--- src/rtl/rr_hold_arbiter_if.sv ---
// Request/grant bundle between requesters and rr_hold_arbiter.
// The lock signal exists only when RRA_LOCK_EN is defined.
interface rr_hold_arbiter_if #(
    parameter int unsigned N = 4
);
    localparam int unsigned IW = (N > 1) ? $clog2(N) : 1;

    logic [N-1:0]  req;
`ifdef RRA_LOCK_EN
    logic          lock;
`endif
    logic [N-1:0]  grant;
    logic          grant_valid;
    logic [IW-1:0] grant_id;

`ifdef RRA_LOCK_EN
    modport master (
        output req,
        output lock,
        input  grant,
        input  grant_valid,
        input  grant_id
    );

    modport slave (
        input  req,
        input  lock,
        output grant,
        output grant_valid,
        output grant_id
    );
`else
    modport master (
        output req,
        input  grant,
        input  grant_valid,
        input  grant_id
    );

    modport slave (
        input  req,
        output grant,
        output grant_valid,
        output grant_id
    );
`endif
endinterface

--- src/rtl/rr_hold_arbiter.sv ---
// Round-robin arbiter with bounded, bubble-free grant tenure of MAX_HOLD cycles.
// Optional feature macro: RRA_LOCK_EN (owner lock extends tenure indefinitely).
module rr_hold_arbiter #(
    parameter int unsigned N        = 4,
    parameter int unsigned MAX_HOLD = 4
) (
    input  logic               clk,
    input  logic               rst,
    rr_hold_arbiter_if.slave   bus
);
    localparam int unsigned IW   = (N > 1) ? $clog2(N) : 1;
    localparam int unsigned CW   = 8;
    localparam logic [CW-1:0] HOLD = CW'(MAX_HOLD);

    typedef enum logic {
        IDLE = 1'b0,
        BUSY = 1'b1
    } state_t;

    state_t        state_q, state_d;
    logic [IW-1:0] ptr_q, ptr_d;
    logic [IW-1:0] owner_q, owner_d;
    logic [CW-1:0] cnt_q, cnt_d;

    logic [N-1:0]  grant_q, grant_d;
    logic          grant_valid_q, grant_valid_d;
    logic [IW-1:0] grant_id_q, grant_id_d;

    logic [N-1:0]  cand;
    logic          found;
    logic [IW-1:0] win;
    logic [IW-1:0] idx;

    function automatic logic [IW-1:0] next_idx(input logic [IW-1:0] i);
        if (32'(i) == N - 1) return '0;
        return i + IW'(1);
    endfunction

    // Candidate set excludes the current owner while busy; scan upward from ptr.
    always_comb begin
        cand  = bus.req;
        found = 1'b0;
        win   = '0;
        idx   = '0;
        if (state_q == BUSY) cand[owner_q] = 1'b0;
        for (int unsigned i = 0; i < N; i++) begin
            idx = IW'((32'(ptr_q) + i) % N);
            if (!found && cand[idx]) begin
                found = 1'b1;
                win   = idx;
            end
        end
    end

    // State register and registered outputs.
    always_ff @(posedge clk or negedge rst) begin
        if (!rst) begin
            state_q       <= IDLE;
            ptr_q         <= '0;
            owner_q       <= '0;
            cnt_q         <= '0;
            grant_q       <= '0;
            grant_valid_q <= 1'b0;
            grant_id_q    <= '0;
        end else begin
            state_q       <= state_d;
            ptr_q         <= ptr_d;
            owner_q       <= owner_d;
            cnt_q         <= cnt_d;
            grant_q       <= grant_d;
            grant_valid_q <= grant_valid_d;
            grant_id_q    <= grant_id_d;
        end
    end

    // Next-state: ownership, rotation pointer and tenure counter.
    always_comb begin
        state_d = state_q;
        ptr_d   = ptr_q;
        owner_d = owner_q;
        cnt_d   = cnt_q;
        unique case (state_q)
            IDLE: begin
                if (found) begin
                    state_d = BUSY;
                    owner_d = win;
                    cnt_d   = CW'(1);
                    ptr_d   = next_idx(win);
                end
            end
            BUSY: begin
                if (!bus.req[owner_q]) begin
                    if (found) begin
                        owner_d = win;
                        cnt_d   = CW'(1);
                        ptr_d   = next_idx(win);
                    end else begin
                        state_d = IDLE;
                        owner_d = '0;
                        cnt_d   = '0;
                    end
                end
`ifdef RRA_LOCK_EN
                // Locked owner keeps the grant; counter saturates so release is immediate.
                else if (bus.lock) begin
                    cnt_d = (cnt_q == HOLD) ? cnt_q : cnt_q + CW'(1);
                end
`endif
                else if (cnt_q == HOLD) begin
                    if (found) begin
                        owner_d = win;
                        cnt_d   = CW'(1);
                        ptr_d   = next_idx(win);
                    end else begin
                        cnt_d   = CW'(1);
                    end
                end else begin
                    cnt_d = cnt_q + CW'(1);
                end
            end
            default: begin
                state_d = IDLE;
            end
        endcase
    end

    // Output decode from the next owner so grant lands on the same edge.
    always_comb begin
        grant_d       = '0;
        grant_valid_d = 1'b0;
        grant_id_d    = '0;
        if (state_d == BUSY) begin
            grant_d[owner_d] = 1'b1;
            grant_valid_d    = 1'b1;
            grant_id_d       = owner_d;
        end
    end

    assign bus.grant       = grant_q;
    assign bus.grant_valid = grant_valid_q;
    assign bus.grant_id    = grant_id_q;

endmodule

--- src/flat_wrapper.sv ---
// flat-port wrapper written by rule: the top's interface ports become plain ports
module rr_hold_arbiter_flat 
#(
    parameter int unsigned N        = 4,
    parameter int unsigned MAX_HOLD = 4
)
  (clk, rst, bus_req, bus_grant, bus_grant_valid, bus_grant_id);
  rr_hold_arbiter_if #(.N(N)) bus_i ();
  input  logic clk;
  input  logic rst;
  input wire logic [$bits(bus_i.req)-1:0] bus_req;
  output wire logic [$bits(bus_i.grant)-1:0] bus_grant;
  output wire logic [$bits(bus_i.grant_valid)-1:0] bus_grant_valid;
  output wire logic [$bits(bus_i.grant_id)-1:0] bus_grant_id;
  assign bus_i.req = bus_req;
  assign bus_grant = bus_i.grant;
  assign bus_grant_valid = bus_i.grant_valid;
  assign bus_grant_id = bus_i.grant_id;
  rr_hold_arbiter #(.N(N), .MAX_HOLD(MAX_HOLD)) u_core (.clk(clk), .rst(rst), .bus(bus_i));
endmodule
--- config.mk ---
export PLATFORM = sky130hd
export DESIGN_NAME = rr_hold_arbiter_flat
export DESIGN_NICKNAME = d
export VERILOG_FILES = /design/src/rtl/rr_hold_arbiter_if.sv /design/src/rtl/rr_hold_arbiter.sv /design/src/flat_wrapper.sv
export SDC_FILE = /design/constraint.sdc
export NUM_CORES = 1
export LEC_CHECK = 0
export ABC_AREA = 1
export CAP_MARGIN = 20
export CELL_PAD_IN_SITES_DETAIL_PLACEMENT = 0
export CELL_PAD_IN_SITES_GLOBAL_PLACEMENT = 1
export CORE_MARGIN = 8
export CORE_UTILIZATION = 40
export DETAILED_ROUTE_END_ITERATION = 12
export PLACE_DENSITY = 0.86
export SYNTH_ARGS = -nofsm -noshare
export SYNTH_HDL_FRONTEND = slang
export SYNTH_SLANG_ARGS = --single-unit
--- constraint.sdc ---
create_clock -name clk -period 5.45 [get_ports clk]
set_input_delay 1.09 -clock clk [delete_from_list [all_inputs] [get_ports clk]]
set_output_delay 1.09 -clock clk [all_outputs]
set_load 0.1 [all_outputs]
==> results.tsv <==
stage	metric	value	unit
outcome	run status	finished clean	
clock_tree	root buffer cell	clkbuf_4	
route	Routed WL	2730	µm
placement	setup slack at placement	2.47	ns
logic_synthesis	Simple-Gate Fraction of Synth Area	38.3	%
layout	Nets	186	
clock_tree	clk slew on worst S/H paths	0.10	ns
logic_synthesis	largest family of logic cells by synthesized area	simple AND/OR/NAND/NOR gates	
clock_tree	Max clock buf depth	2	
placement	IO buf count	12	
clock_tree	hold bufs inserted after CTS	0	
logic_synthesis	syn avg cell area	7.63	µm²
critical_path	Largest stage delay, worst path	1.17	ns
critical_path	Setup Crit Path Kind	register to primary output	
global_routing	first-pass GRT wire length	4600	µm
floorplan	die height	71.6	µm
floorplan	core area	0.00300	mm²
route	First-pass DRT Iterations	4	
route	vias per cell	5.20	
logic_synthesis	Netlist cell types	28	
sta	fin crit share	55.2	%
layout	# diodes	0	
critical_path	CP startpoint kind	register	
critical_path	crit-path max FO	7	
sta	Fin Setup TNS	0	ns
layout	layout cell share with drive strength beyond 1	20.3	%
sta	Worst-Margin Slew	0.973	ns
logic_synthesis	Synth Area in Adders	2.02	%
global_routing	largest net degree at the start of global routing	20	
layout	commonest non-fill, non-tap cells in the layout	nand2_1, nand3_1, dfrtp_1	
global_routing	overflow left after global routing	0	
floorplan	die width	71.6	µm
clock_tree	cts bufs inserted	3	
hold_path	worst hold path class	register to register	
floorplan	# rows	20	
route	wire length per cell	13.0	µm
global_routing	Overall Global Routing Usage	10.9	%
placement	GPL Wtd Cong	0.905	
route	routed via count	1092	
logic_synthesis	Mapped Area	0.00124	mm²
clock_tree	CTS tree	done	
layout	area delta synth->final	14.7	%
logic_synthesis	post-synth top area cell	dfrtp_1	
critical_path	slowest CP cell	clkdlybuf4s50_1	
sta	min cycle time layout	3.01	ns
logic_synthesis	Synth top area share	38.5	%
critical_path	worst path cell trace	clkdlybuf4s50_1	
critical_path	path depth of the worst reg2reg path	8	
logic_synthesis	register area share after synthesis	38.5	%
run	MaxCap Viol Count	0	
layout	sequential cell area	475	µm²
logic_synthesis	mux cell area share after synthesis	0	%
global_routing	vias in the first global route	1071	
logic_synthesis	Post-Syn Instances	162	
logic_synthesis	Compound-Gate Fraction of Synth Area	10.6	%
critical_path	critical path depth in cells	1	
logic_synthesis	async set-reset flop share out of synthesis	100	%
global_routing	initial antenna violation count	0	
clock_tree	H-tree Lvls	1	
floorplan	Die ar.	0.00513	mm²
layout	area occupied by multi-input gates	654	µm²
sta	Max-slew headroom	34.9	%
critical_path	Top delay family on crit path	buffers and inverters	
critical_path	critical path arrival	1.92	ns
sta	Final setup viols	0	
logic_synthesis	XOR/XNOR Fraction of Synth Area	2.02	%
sta	RSZ-0062 raised after global routing	no	
layout	Finished Cell Area	0.00142	mm²
route	DRT iter0 DRCs	44	
critical_path	Buf+Inv Stages, Crit Path	1	
route	Detail Route Antenna Nets	0	
floorplan	Top Ports	13	
clock_tree	Worst-Skew Late Latency	0.29	ns
critical_path	Req. time, crit path	4.36	ns
sta	final hold vios	0	
sta	Setup Skew	0.00800	ns
placement	detailed placement HPWL	2200	µm
sta	max-slew violations	0	
sta	final worst-path setup slack	2.44	ns
floorplan	Initial Util	41.2	%
layout	Fill cells	314	
placement	DP Area	0.00139	mm²
logic_synthesis	number of enable flip-flop cells after synthesis	0	
hold_path	Hold Path Depth	2	
clock_tree	total setup buffers inserted after CTS	0	
logic_synthesis	Syn Nets	170	
layout	most common cell after layout, fill and taps aside	nand2_1	
clock_tree	Sink Count	19	
sta	fmax	332	MHz
logic_synthesis	Ys Warns	0	
route	drc violations	0	
critical_path	Worst setup EP type	primary output	
logic_synthesis	most frequently used flop master after synthesis	dfrtp_1	
logic_synthesis	largest cells by area after synthesis	dfrtp_1, nand2_1, nand3_1	
clock_tree	PostCTS Resize Cnt	0	
logic_synthesis	Synth Register Bits	19	
## worst min-delay path: stages, from the launching register on
cell and delay, ns:
dfrtp_1 0.36, a21oi_1 0.04, o22ai_1 0.11
## per-layer routing
layer	track usage [%]	up-vias	share of wire, %	wire, µm
met4	4.99	0	1.3	36
met5	0	-	0	0
li1	-	565	-	-
met1	13.0	508	48	1320
met2	18.6	15	48	1300
met3	1.67	4	2.6	71
## Yosys cell counts (2+ instances only)
cell	number
nor2_1	12
inv_2	8
nor2_2	6
nand2_2	7
o22ai_1	3
ha_1	2
nor3_1	2
dfrtp_1	19
inv_1	17
o21ai_0	7
nand2_1	31
nand3_2	6
a31oi_1	2
a21oi_1	5
nand3_1	19
nand4_1	3
o32ai_1	2
## layout make-up
| type | instances | share of cell area, % |
|---|---|---|
| inverters | 26 | 6.97 |
| multi-input cells | 116 | 46.2 |
| clock inverters | 1 | 0.353 |
| well taps | 33 | 2.91 |
| repair buffers | 12 | 8.47 |
| flip-flops and latches | 19 | 33.5 |
| clock buffers | 3 | 1.59 |
## state kept, by name (all words and copies together) (netlist names)
signal	count
u_core.bus.grant	4
u_core.bus.grant_id	2
u_core.bus.grant_valid	1
u_core.cnt_q	8
u_core.owner_q	2
u_core.ptr_q	2
## per-stage QoR
step           std cells  util [%]  hold WS, ns
2_1_floorplan        162         -        0.508
3_3_place_gp         206      46.3        0.538
3_5_place_dp         206      46.3        0.534
4_1_cts              210      47.2        0.561
5_1_grt              210      47.2        0.576
6_report             210      47.2        0.560
## kinds of logic after synthesis
logic type,Yosys count
AND/OR/NAND/NOR,90
XOR/XNOR,2
flip-flops,19
AO/OA/AOI/OAI,22
adder cells (fa/ha/maj),2
buffers and inverters,27
## worst paths after layout
kind	from	endpoint	slack [ns]
setup / recovery	u_core.bus.grant_valid	bus_grant_valid	2.44
hold / removal	u_core.cnt_q[7]	u_core.cnt_q[7]	0.56
setup reg to reg	u_core.cnt_q[0]	u_core.ptr_q[1]	3.36
hold reg to reg	u_core.cnt_q[7]	u_core.cnt_q[7]	0.56
max in group asynchronous	rst	u_core.bus.grant_valid	3.68
min in group asynchronous	rst	u_core.cnt_q[5]	1.25
Power is not shown: default switching activity piles up to over one toggle a cycle in this logic, so the estimate is an artifact.
